===== config.mk =====
export PLATFORM = sky130hd
export DESIGN_NAME = pc_sequencer
export DESIGN_NICKNAME = d
export VERILOG_FILES = /design/src/rtl/pc_sequencer.sv
export SDC_FILE = /design/constraint.sdc
export NUM_CORES = 1
export LEC_CHECK = 0
export CORE_ASPECT_RATIO = 0.5
export CORE_MARGIN = 1.5
export CORE_UTILIZATION = 50
export CTS_BUF_LIST = sky130_fd_sc_hd__clkbuf_2 sky130_fd_sc_hd__clkbuf_4 sky130_fd_sc_hd__clkbuf_8
export CTS_CLUSTER_DIAMETER = 200
export DETAILED_ROUTE_END_ITERATION = 8
export MAX_ROUTING_LAYER = met4
export PLACE_DENSITY = 0.85
export SETUP_SLACK_MARGIN = 0.02
export SLEW_MARGIN = 20
export SYNTH_ARGS = -nofsm -noshare
export SYNTH_HDL_FRONTEND = slang
export SYNTH_SLANG_ARGS = --single-unit

===== constraint.sdc =====
create_clock -name clk_i -period 3.49 [get_ports clk_i]
set_input_delay 0.349 -clock clk_i [delete_from_list [all_inputs] [get_ports clk_i]]
set_output_delay 0.349 -clock clk_i [all_outputs]
set_load 0.02 [all_outputs]

===== src/rtl/pc_sequencer.sv =====
// Multi-cycle instruction sequencer driving the program counter's pc_control/pc_step.
// Define IMEM_TIMEOUT_EN to add a fetch-timeout watchdog with a terminal ERR state.
module pc_sequencer #(
  parameter int unsigned IMEM_TIMEOUT = 16
) (
  input  logic        clk_i,
  input  logic        rst_ni,
  input  logic [31:0] instr_i,
  input  logic        imem_ack_i,
  input  logic        exec_done_i,
  input  logic        alu_zero_i,
  input  logic        halt_req_i,
  output logic        imem_req_o,
  output logic [31:0] instr_reg_o,
  output logic        exec_start_o,
  output logic        pc_step_o,
  output logic [3:0]  pc_control_o,
  output logic        halted_o,
  output logic        fault_o,
  output logic [31:0] instr_count_o
);

  if (IMEM_TIMEOUT < 1 || IMEM_TIMEOUT > 255) begin : g_bad_timeout
    $error("IMEM_TIMEOUT must be in 1..255");
  end

  typedef enum logic [2:0] {
    StIdle, StFetch, StDecode, StExec, StUpdate, StHalt
`ifdef IMEM_TIMEOUT_EN
    , StErr
`endif
  } state_e;

  state_e      state_q;
  logic        imem_req_q, exec_start_q, pc_step_q, halted_q;
  logic [31:0] instr_q, count_q;
  logic [3:0]  pc_ctrl_q, code_q;
  logic        br_q, bne_q;

  logic [5:0]  opcode, funct;
  logic [3:0]  dec_code;
  logic        dec_br;

  assign opcode = instr_q[31:26];
  assign funct  = instr_q[5:0];

  // Jump/register codes are fixed at decode; branches resolve only on exec_done.
  always_comb begin
    dec_code = 4'b0000;
    dec_br   = 1'b0;
    case (opcode)
      6'd2, 6'd3: dec_code = 4'b0001;
      6'd0:       if (funct == 6'h08 || funct == 6'h09) dec_code = 4'b0010;
      6'd4, 6'd5: dec_br = 1'b1;
      default:    ;
    endcase
  end

`ifdef IMEM_TIMEOUT_EN
  localparam logic [7:0] TmoLast = 8'(IMEM_TIMEOUT - 1);
  logic [7:0] tmo_q;
  logic       fault_q;
`endif

  always_ff @(posedge clk_i or negedge rst_ni) begin
    if (!rst_ni) begin
      state_q      <= StIdle;
      imem_req_q   <= 1'b0;
      exec_start_q <= 1'b0;
      pc_step_q    <= 1'b0;
      halted_q     <= 1'b0;
      instr_q      <= '0;
      count_q      <= '0;
      pc_ctrl_q    <= 4'b0000;
      code_q       <= 4'b0000;
      br_q         <= 1'b0;
      bne_q        <= 1'b0;
`ifdef IMEM_TIMEOUT_EN
      tmo_q        <= '0;
      fault_q      <= 1'b0;
`endif
    end else begin
      exec_start_q <= 1'b0;
      pc_step_q    <= 1'b0;
      pc_ctrl_q    <= 4'b0000;
`ifdef IMEM_TIMEOUT_EN
      if (state_q != StFetch) tmo_q <= '0;
`endif
      case (state_q)
        StIdle: begin
          if (halt_req_i) begin
            state_q  <= StHalt;
            halted_q <= 1'b1;
          end else begin
            state_q    <= StFetch;
            imem_req_q <= 1'b1;
          end
        end
        StFetch: begin
          if (imem_ack_i) begin
            instr_q    <= instr_i;
            imem_req_q <= 1'b0;
            state_q    <= StDecode;
          end
`ifdef IMEM_TIMEOUT_EN
          else if (tmo_q == TmoLast) begin
            imem_req_q <= 1'b0;
            fault_q    <= 1'b1;
            state_q    <= StErr;
          end else begin
            tmo_q <= tmo_q + 8'd1;
          end
`endif
        end
        StDecode: begin
          code_q       <= dec_code;
          br_q         <= dec_br;
          bne_q        <= (opcode == 6'd5);
          exec_start_q <= 1'b1;
          state_q      <= StExec;
        end
        StExec: begin
          if (exec_done_i) begin
            pc_step_q <= 1'b1;
            if (br_q) pc_ctrl_q <= (alu_zero_i ^ bne_q) ? 4'b0011 : 4'b0000;
            else      pc_ctrl_q <= code_q;
            count_q   <= count_q + 32'd1;
            state_q   <= StUpdate;
          end
        end
        StUpdate: begin
          if (halt_req_i) begin
            state_q  <= StHalt;
            halted_q <= 1'b1;
          end else begin
            state_q    <= StFetch;
            imem_req_q <= 1'b1;
          end
        end
        StHalt: begin
          if (!halt_req_i) begin
            state_q    <= StFetch;
            halted_q   <= 1'b0;
            imem_req_q <= 1'b1;
          end
        end
`ifdef IMEM_TIMEOUT_EN
        StErr: state_q <= StErr;
`endif
        default: state_q <= StIdle;
      endcase
    end
  end

  assign imem_req_o    = imem_req_q;
  assign instr_reg_o   = instr_q;
  assign exec_start_o  = exec_start_q;
  assign pc_step_o     = pc_step_q;
  assign pc_control_o  = pc_ctrl_q;
  assign halted_o      = halted_q;
  assign instr_count_o = count_q;
`ifdef IMEM_TIMEOUT_EN
  assign fault_o = fault_q;
`else
  assign fault_o = 1'b0;
`endif

endmodule


==> results of run 1 <==
through the flow:
| step | hold slack [ns] | instances | util, % | power, mW |
|---|---|---|---|---|
| global placement | 0.467 | 441 | 70.9 | 2.61 |
| detailed placement | 0.481 | 441 | 70.9 | 2.66 |
| floorplan | 0.0534 | 255 | - | 2.02 |
| finish | 0.145 | 457 | 73.9 | 3.25 |
| CTS | 0.183 | 457 | 73.9 | 3.29 |
| global route | 0.223 | 457 | 73.9 | 3.42 |
routing by layer:
layer / wire (um) / share of wire, %
met4: 115 / 1.7
met5: 0 / 0
met2: 3590 / 52
met3: 268 / 3.9
met1: 2950 / 43
critical path, stage by stage (launching register included):
cell	delay (ns)
dfrtp_1	0.43
nand4b_1	0.33
inv_1	0.27
nand3_2	0.18
nor4_1	0.41
xor2_1	0.18
where the power goes:
| part | total [mW] | switching, mW | internal, mW |
|---|---|---|---|
| registers | 1.34 | 0.195 | 1.15 |
| clock network | 0.625 | 0.297 | 0.329 |
| logic | 1.29 | 0.596 | 0.689 |
| total | 3.25 | 1.09 | 2.17 |
cells by family after synthesis:
kind of cell,share of synthesized area [%]
AO/OA/AOI/OAI,2.91
flip-flops,59.8
adder cells (fa/ha/maj),0.388
AND/OR/NAND/NOR,14.5
buffers and inverters,2.33
multiplexers,11.2
other,0.116
XOR/XNOR,8.70
state kept, by name (all words and copies together) (netlist names):
signal         cells
code_q             2
instr_count_o     32
instr_reg_o       32
br_q               1
halted_o           1
state_q            3
pc_control_o       2
exec_start_o       1
imem_req_o         1
pc_step_o          1
bne_q              1
worst max-delay path by stage:
stage	startpoint	to	slack, ns
6_report	state_q[2]	instr_count_o[21]	1.62
2_1_floorplan	state_q[0]	bne_q	1.76
4_1_cts	state_q[0]	bne_q	1.64
3_3_place_gp	exec_done_i	instr_count_o[20]	1.37
3_5_place_dp	exec_done_i	instr_count_o[21]	1.30
5_1_grt	state_q[2]	instr_count_o[21]	1.45
final cells by class:
type	instances	area (um^2)
repair buffers	109	1080
inverters	4	15.0
flip-flops and latches	77	1930
fillers	429	1610
clock inverters	1	5.00
multi-input cells	163	1230
clock buffers	15	181
well taps	88	110
layout by cell type (no fill, tap or decap), drive strengths merged, types with 2 or more instances in the layout:
master | netlist | routed
nor4 | 3 | 3
dfrtp | 77 | 77
clkdlybuf4s50 | 0 | 106
nand2 | 15 | 15
xnor2 | 27 | 27
a22o | 2 | 2
o21ai | 2 | 2
clkbuf | 2 | 15
buf | 9 | 3
nor3b | 2 | 2
xor2 | 5 | 5
a21oi | 5 | 5
and4 | 3 | 3
nand4 | 16 | 16
o21a | 2 | 2
nor2 | 8 | 8
and3 | 11 | 11
and2 | 2 | 2
nand3 | 12 | 12
inv | 4 | 4
mux2 | 32 | 32
conb | 1 | 3
nor3 | 4 | 4
nand4b | 2 | 2
==> run summary, run 1 <==
TritonCTS clock tree: done
CP Class: flop to flop
reg-to-reg slack, setup: 1.62 ns
setup bufs post-CTS: 0
Pins Over Slew Limit: 0
setup violators final: 0
startpoint types: flop
Via density: 5.19
ys async rst share: 100%
number of max-cap violations: 0
Most used DFF post-synth: dfrtp_1
Final Cycle Share: 53.7%
core area: 0.00616 mm^2
HPWL Detailed: 5040 um
wire per inst: 15.2 um
Setup crit end kind: flop
skew final: 0.00711 ns
grt total ovfl: 0
cell count after synthesis: 253
syn_area_per_cell: 12.7 um^2
Antenna Nets Post-Route: 0
row count: 20
Pwr Density: 715 mW/mm^2
DR pass1 iterations: 4
TritonCTS buffer count: 9
Post-CTS Hold Buffers: 0
worst vdd ir: 0.464 mV
grt met1 use: 26.5%
worst slew pin tran: 0.941 ns
Yosys top cell area share: 59.8%
GPL Wtd Cong: 0.818
pre-CTS setup slack: 1.30 ns
clk slew on worst S/H paths: 0.07 ns
synthesized area: 0.00322 mm^2
Final Instance Area: 0.00455 mm^2
Clock Latency Late Sink: 0.35 ns
die height: 59.8 um
Yosys warning count: 0
initial antenna violation count: 0
met2 usage: 36.5%
Seq/Total Area, Yosys: 59.8%
outcome: complete, no violations
share of cells above drive strength 1: 15.7%
H-tree depth: 3
Final Hold Viols: 0
Worst Reg-to-Reg Cells: 5
vias in the first global route: 2393
overall via count from detail_route: 2371
flops & latches, synth: 77
layout net count: 403
area growth from synthesis to layout: 41.3%
CP max FO: 8
Yosys top cell by area: dfrtp_1
clock sink count: 77
worst path arrival time: 2.15 ns
RR Endpoint: instr_count_o[21]
DIE AREA: 0.00696 mm^2
CTS Buffer Depth: 2
input/output buffers: 107
diodes inserted: 0
Synth cell types: 35
Slew Limit Headroom: 37.3%
Static Leak: 1.95 nW
cell with the most instances after synthesis: dfrtp_1
Hold WC Path Type: input port to asynchronous set/reset pin
Iter 0 DRT Violations: 127
placement-stage cell area: 0.00436 mm^2
EDFF count, synth: 0
WP data required: 3.76 ns
root buf cell: clkbuf_8
crit path time final: 1.87 ns
Starting Density: 52.3%
total negative slack: 0 ns
dominant cells by area after synthesis: dfrtp_1, mux2_2, xnor2_1
met3 Resource Use GR: 7.10%
Most Used Layer, Global Route: met2
Synth top cells by count: dfrtp_1, mux2_2, xnor2_1
RR Startpoint: state_q[2]
CTS resizes: 0
# IOs: 111
drt drc: 0
RSZ-0062 raised after global routing: false
final wirelength: 6920 um
PnR worst setup slack: 1.62 ns
Tot GR Track Use: 22.2%
Fmax: 534 MHz
first-pass GRT wire length: 11200 um
largest net degree at the start of global routing: 78
Die W: 117 um
Note: power is estimated with default switching activity, not from simulation.
==> run 2, diff against run 1 <==
--- a/config.mk
+++ b/config.mk
@@ -7,12 +7,12 @@
 export LEC_CHECK = 0
 export CORE_ASPECT_RATIO = 0.5
 export CORE_MARGIN = 1.5
-export CORE_UTILIZATION = 50
+export CORE_UTILIZATION = 42
 export CTS_BUF_LIST = sky130_fd_sc_hd__clkbuf_2 sky130_fd_sc_hd__clkbuf_4 sky130_fd_sc_hd__clkbuf_8
 export CTS_CLUSTER_DIAMETER = 200
 export DETAILED_ROUTE_END_ITERATION = 8
 export MAX_ROUTING_LAYER = met4
-export PLACE_DENSITY = 0.85
+export PLACE_DENSITY = 0.76
 export SETUP_SLACK_MARGIN = 0.02
 export SLEW_MARGIN = 20
 export SYNTH_ARGS = -nofsm -noshare
==> constraint.sdc (replaced) <==
create_clock -name clk_i -period 1.65 [get_ports clk_i]
set_input_delay 0.165 -clock clk_i [delete_from_list [all_inputs] [get_ports clk_i]]
set_output_delay 0.165 -clock clk_i [all_outputs]
set_load 0.02 [all_outputs]
==> run 2 against run 1 <==
Net effect: the flow now finishes with violations (negative setup slack); non-clock buffer count is 27 higher; die area is 18% higher; core utilization is 6.4 points lower; cell count is 7.7% higher; clock power is 110% higher; sequential share of layout area is 3.6 points lower; fmax is 13% higher; total power is 130% higher; critical path type unchanged; critical endpoint is now bne_q.
==> run summary, run 2 (synthesized netlist as in run 1, its figures left out) <==
outcome: complete, but fails checks
failing checks: negative setup slack
DR pass1 iterations: 4 (unchanged)
root buf cell: clkbuf_8
WP data required: 1.95 ns (-1.81 ns)
met2 usage: 35.2% (-1.3 points)
Static Leak: 2.35 nW (+21%)
most frequent cells in the layout: clkdlybuf4s50_1, dfrtp_1, xnor2_1
grt total ovfl: 0 (unchanged)
Die W: 127 um (+8.9%)
CP max FO: 3 (-5)
die height: 64.9 um (+8.7%)
final non-filler cell total: 492 (+7.7%)
Setup crit end kind: flop
worst path arrival time: 1.96 ns (-0.19 ns)
crit path time final: 1.66 ns (-0.210 ns)
RR Startpoint: state_q[2]
Iter 0 DRT Violations: 213 (+68%)
grt met1 use: 22.6% (-3.9 points)
overall via count from detail_route: 2500 (+5.4%)
core area: 0.00738 mm^2 (+20%)
Via density: 5.08 (-2.1%)
final wirelength: 7850 um (+13%)
H-tree depth: 3 (unchanged)
TritonCTS clock tree: done
met3 Resource Use GR: 4.95% (-2.1 points)
input/output buffers: 107 (unchanged)
CP Class: flop to flop
Worst Reg-to-Reg Cells: 4 (-1)
clock sink count: 77 (unchanged)
TritonCTS buffer count: 9 (unchanged)
RR Endpoint: bne_q
setup violators final: 8 (+8)
wire per inst: 16.0 um (+5.3%)
DIE AREA: 0.00823 mm^2 (+18%)
area taken by multi-input logic gates: 0.00134 mm^2 (+9.4%)
RSZ-0062 raised after global routing: true
first-pass GRT wire length: 12400 um (+10%)
Fmax: 601 MHz (+13%)
Util after Layout: 67.6% (-6.4 points)
PnR worst setup slack: -0.0143 ns (-1.63 ns)
area growth from synthesis to layout: 54.7%
diodes inserted: 0 (unchanged)
number of max-cap violations: 0 (unchanged)
# IOs: 111 (unchanged)
vias in the first global route: 2560 (+7.0%)
GPL Wtd Cong: 0.859 (+5.0%)
drt drc: 0 (unchanged)
CTS Buffer Depth: 2 (unchanged)
Tot GR Track Use: 20.1% (-2.2 points)
initial antenna violation count: 0 (unchanged)
Most Used Layer, Global Route: met2
FF/Latch Area: 0.00193 mm^2 (+0.26%)
Clock Latency Late Sink: 0.35 ns (about the same)
Hold WC Path Type: input port to asynchronous set/reset pin
HPWL Detailed: 5550 um (+10%)
largest net degree at the start of global routing: 32 (-59%)
most common cell after layout, fill and taps aside: clkdlybuf4s50_1
fillcell total: 532 (+24%)
share of cells above drive strength 1: 24.0% (+8.3 points)
pre-CTS setup slack: -0.151 ns (-1.46 ns)
reg-to-reg slack, setup: -0.01 ns (-1.63 ns)
skew final: 0.00636 ns (-0.000753 ns)
Starting Density: 43.7% (-8.7 points)
startpoint types: flop
row count: 22 (+10%)
clk slew on worst S/H paths: 0.07 ns (about the same)
Pins Over Slew Limit: 0 (unchanged)
worst vdd ir: 1.04 mV (+120%)
layout net count: 430 (+6.7%)
Final Cycle Share: 101% (+47 points)
placed cell count: 470 (+6.6%)
Pwr Density: 1530 mW/mm^2 (+110%)
Antenna Nets Post-Route: 0 (unchanged)
Final Hold Viols: 0 (unchanged)
==> run 2: cell count changes in the layout (fill, tap and decap cells not counted), moves of 3 or more <==
cell,change
mux2_2,-24
mux2_4,+24
buf_4,+17
clkdlybuf4s50_1,-14
dlymetal6s2s_1,+9
dlygate4sd2_1,+5
dfrtp_1,-4
dfrtp_2,+4
buf_12,+3
buf_6,+3
==> run 2: worst max-delay path, cell delays in order (launching register included) <==
cell and delay, ns:
dfrtp_1 0.40, or3b_4 0.42, or4_4 0.44, nor3b_2 0.20, a22o_1 0.14
==> run 2: report_power, final <==
group	internal, mW	switching (mW)
sequential	2.43	0.385
combinational	1.98	1.48
clock	0.695	0.645
==> run 2: layer usage <==
metal	routed length (um)	part of all wire, %	up-vias
met5	0	0	-
met4	123	1.6	0
met3	296	3.8	12
met2	4160	53	56
met1	3270	42	1272
li1	-	-	1160
==> run 2: how the worst max path moves through the flow <==
stage                     start           endpoint  slack (ns)  cells after the start
detailed placement  exec_done_i  instr_count_o[21]       -0.15                      6
floorplan            state_q[2]              bne_q       -0.05                      5
global route         state_q[2]              bne_q       -0.07                      4
finish               state_q[2]              bne_q       -0.01                      4
global placement    exec_done_i  instr_count_o[30]       -0.08                      6
CTS                  state_q[2]              bne_q      -0.005                      4
==> run 2: per-stage QoR <==
| stage | total power, mW | setup TNS (ns) | hold WS, ns | area [um^2] |
|---|---|---|---|---|
| after floorplan | 4.29 | -0.0894 | -0.131 | 3240 |
| after global placement | 5.70 | -1.04 | 0.108 | 4550 |
| after detailed placement | 5.81 | -2.25 | 0.109 | 4550 |
| after CTS | 7.19 | -0.0106 | 0.274 | 4770 |
| after global routing | 7.98 | -0.826 | 0.294 | 4980 |
| final | 7.62 | -0.0846 | 0.272 | 4980 |
==> run 2: timing repair <==
item	CTS	global route
hold buffers	1	0
pin swaps	1	1
resized for setup	14	44
setup endpoints to repair	43	57
setup buffers	0	2
cloned	0	3
hold endpoints to repair	27	0
==> run 2: final cells by class <==
class	count	area share, %
clock inverters	1	0.100
repair buffers	136	27.8
flip-flops and latches	77	38.8
well taps	96	2.41
multi-input cells	163	27.0
clock buffers	15	3.64
inverters	4	0.301
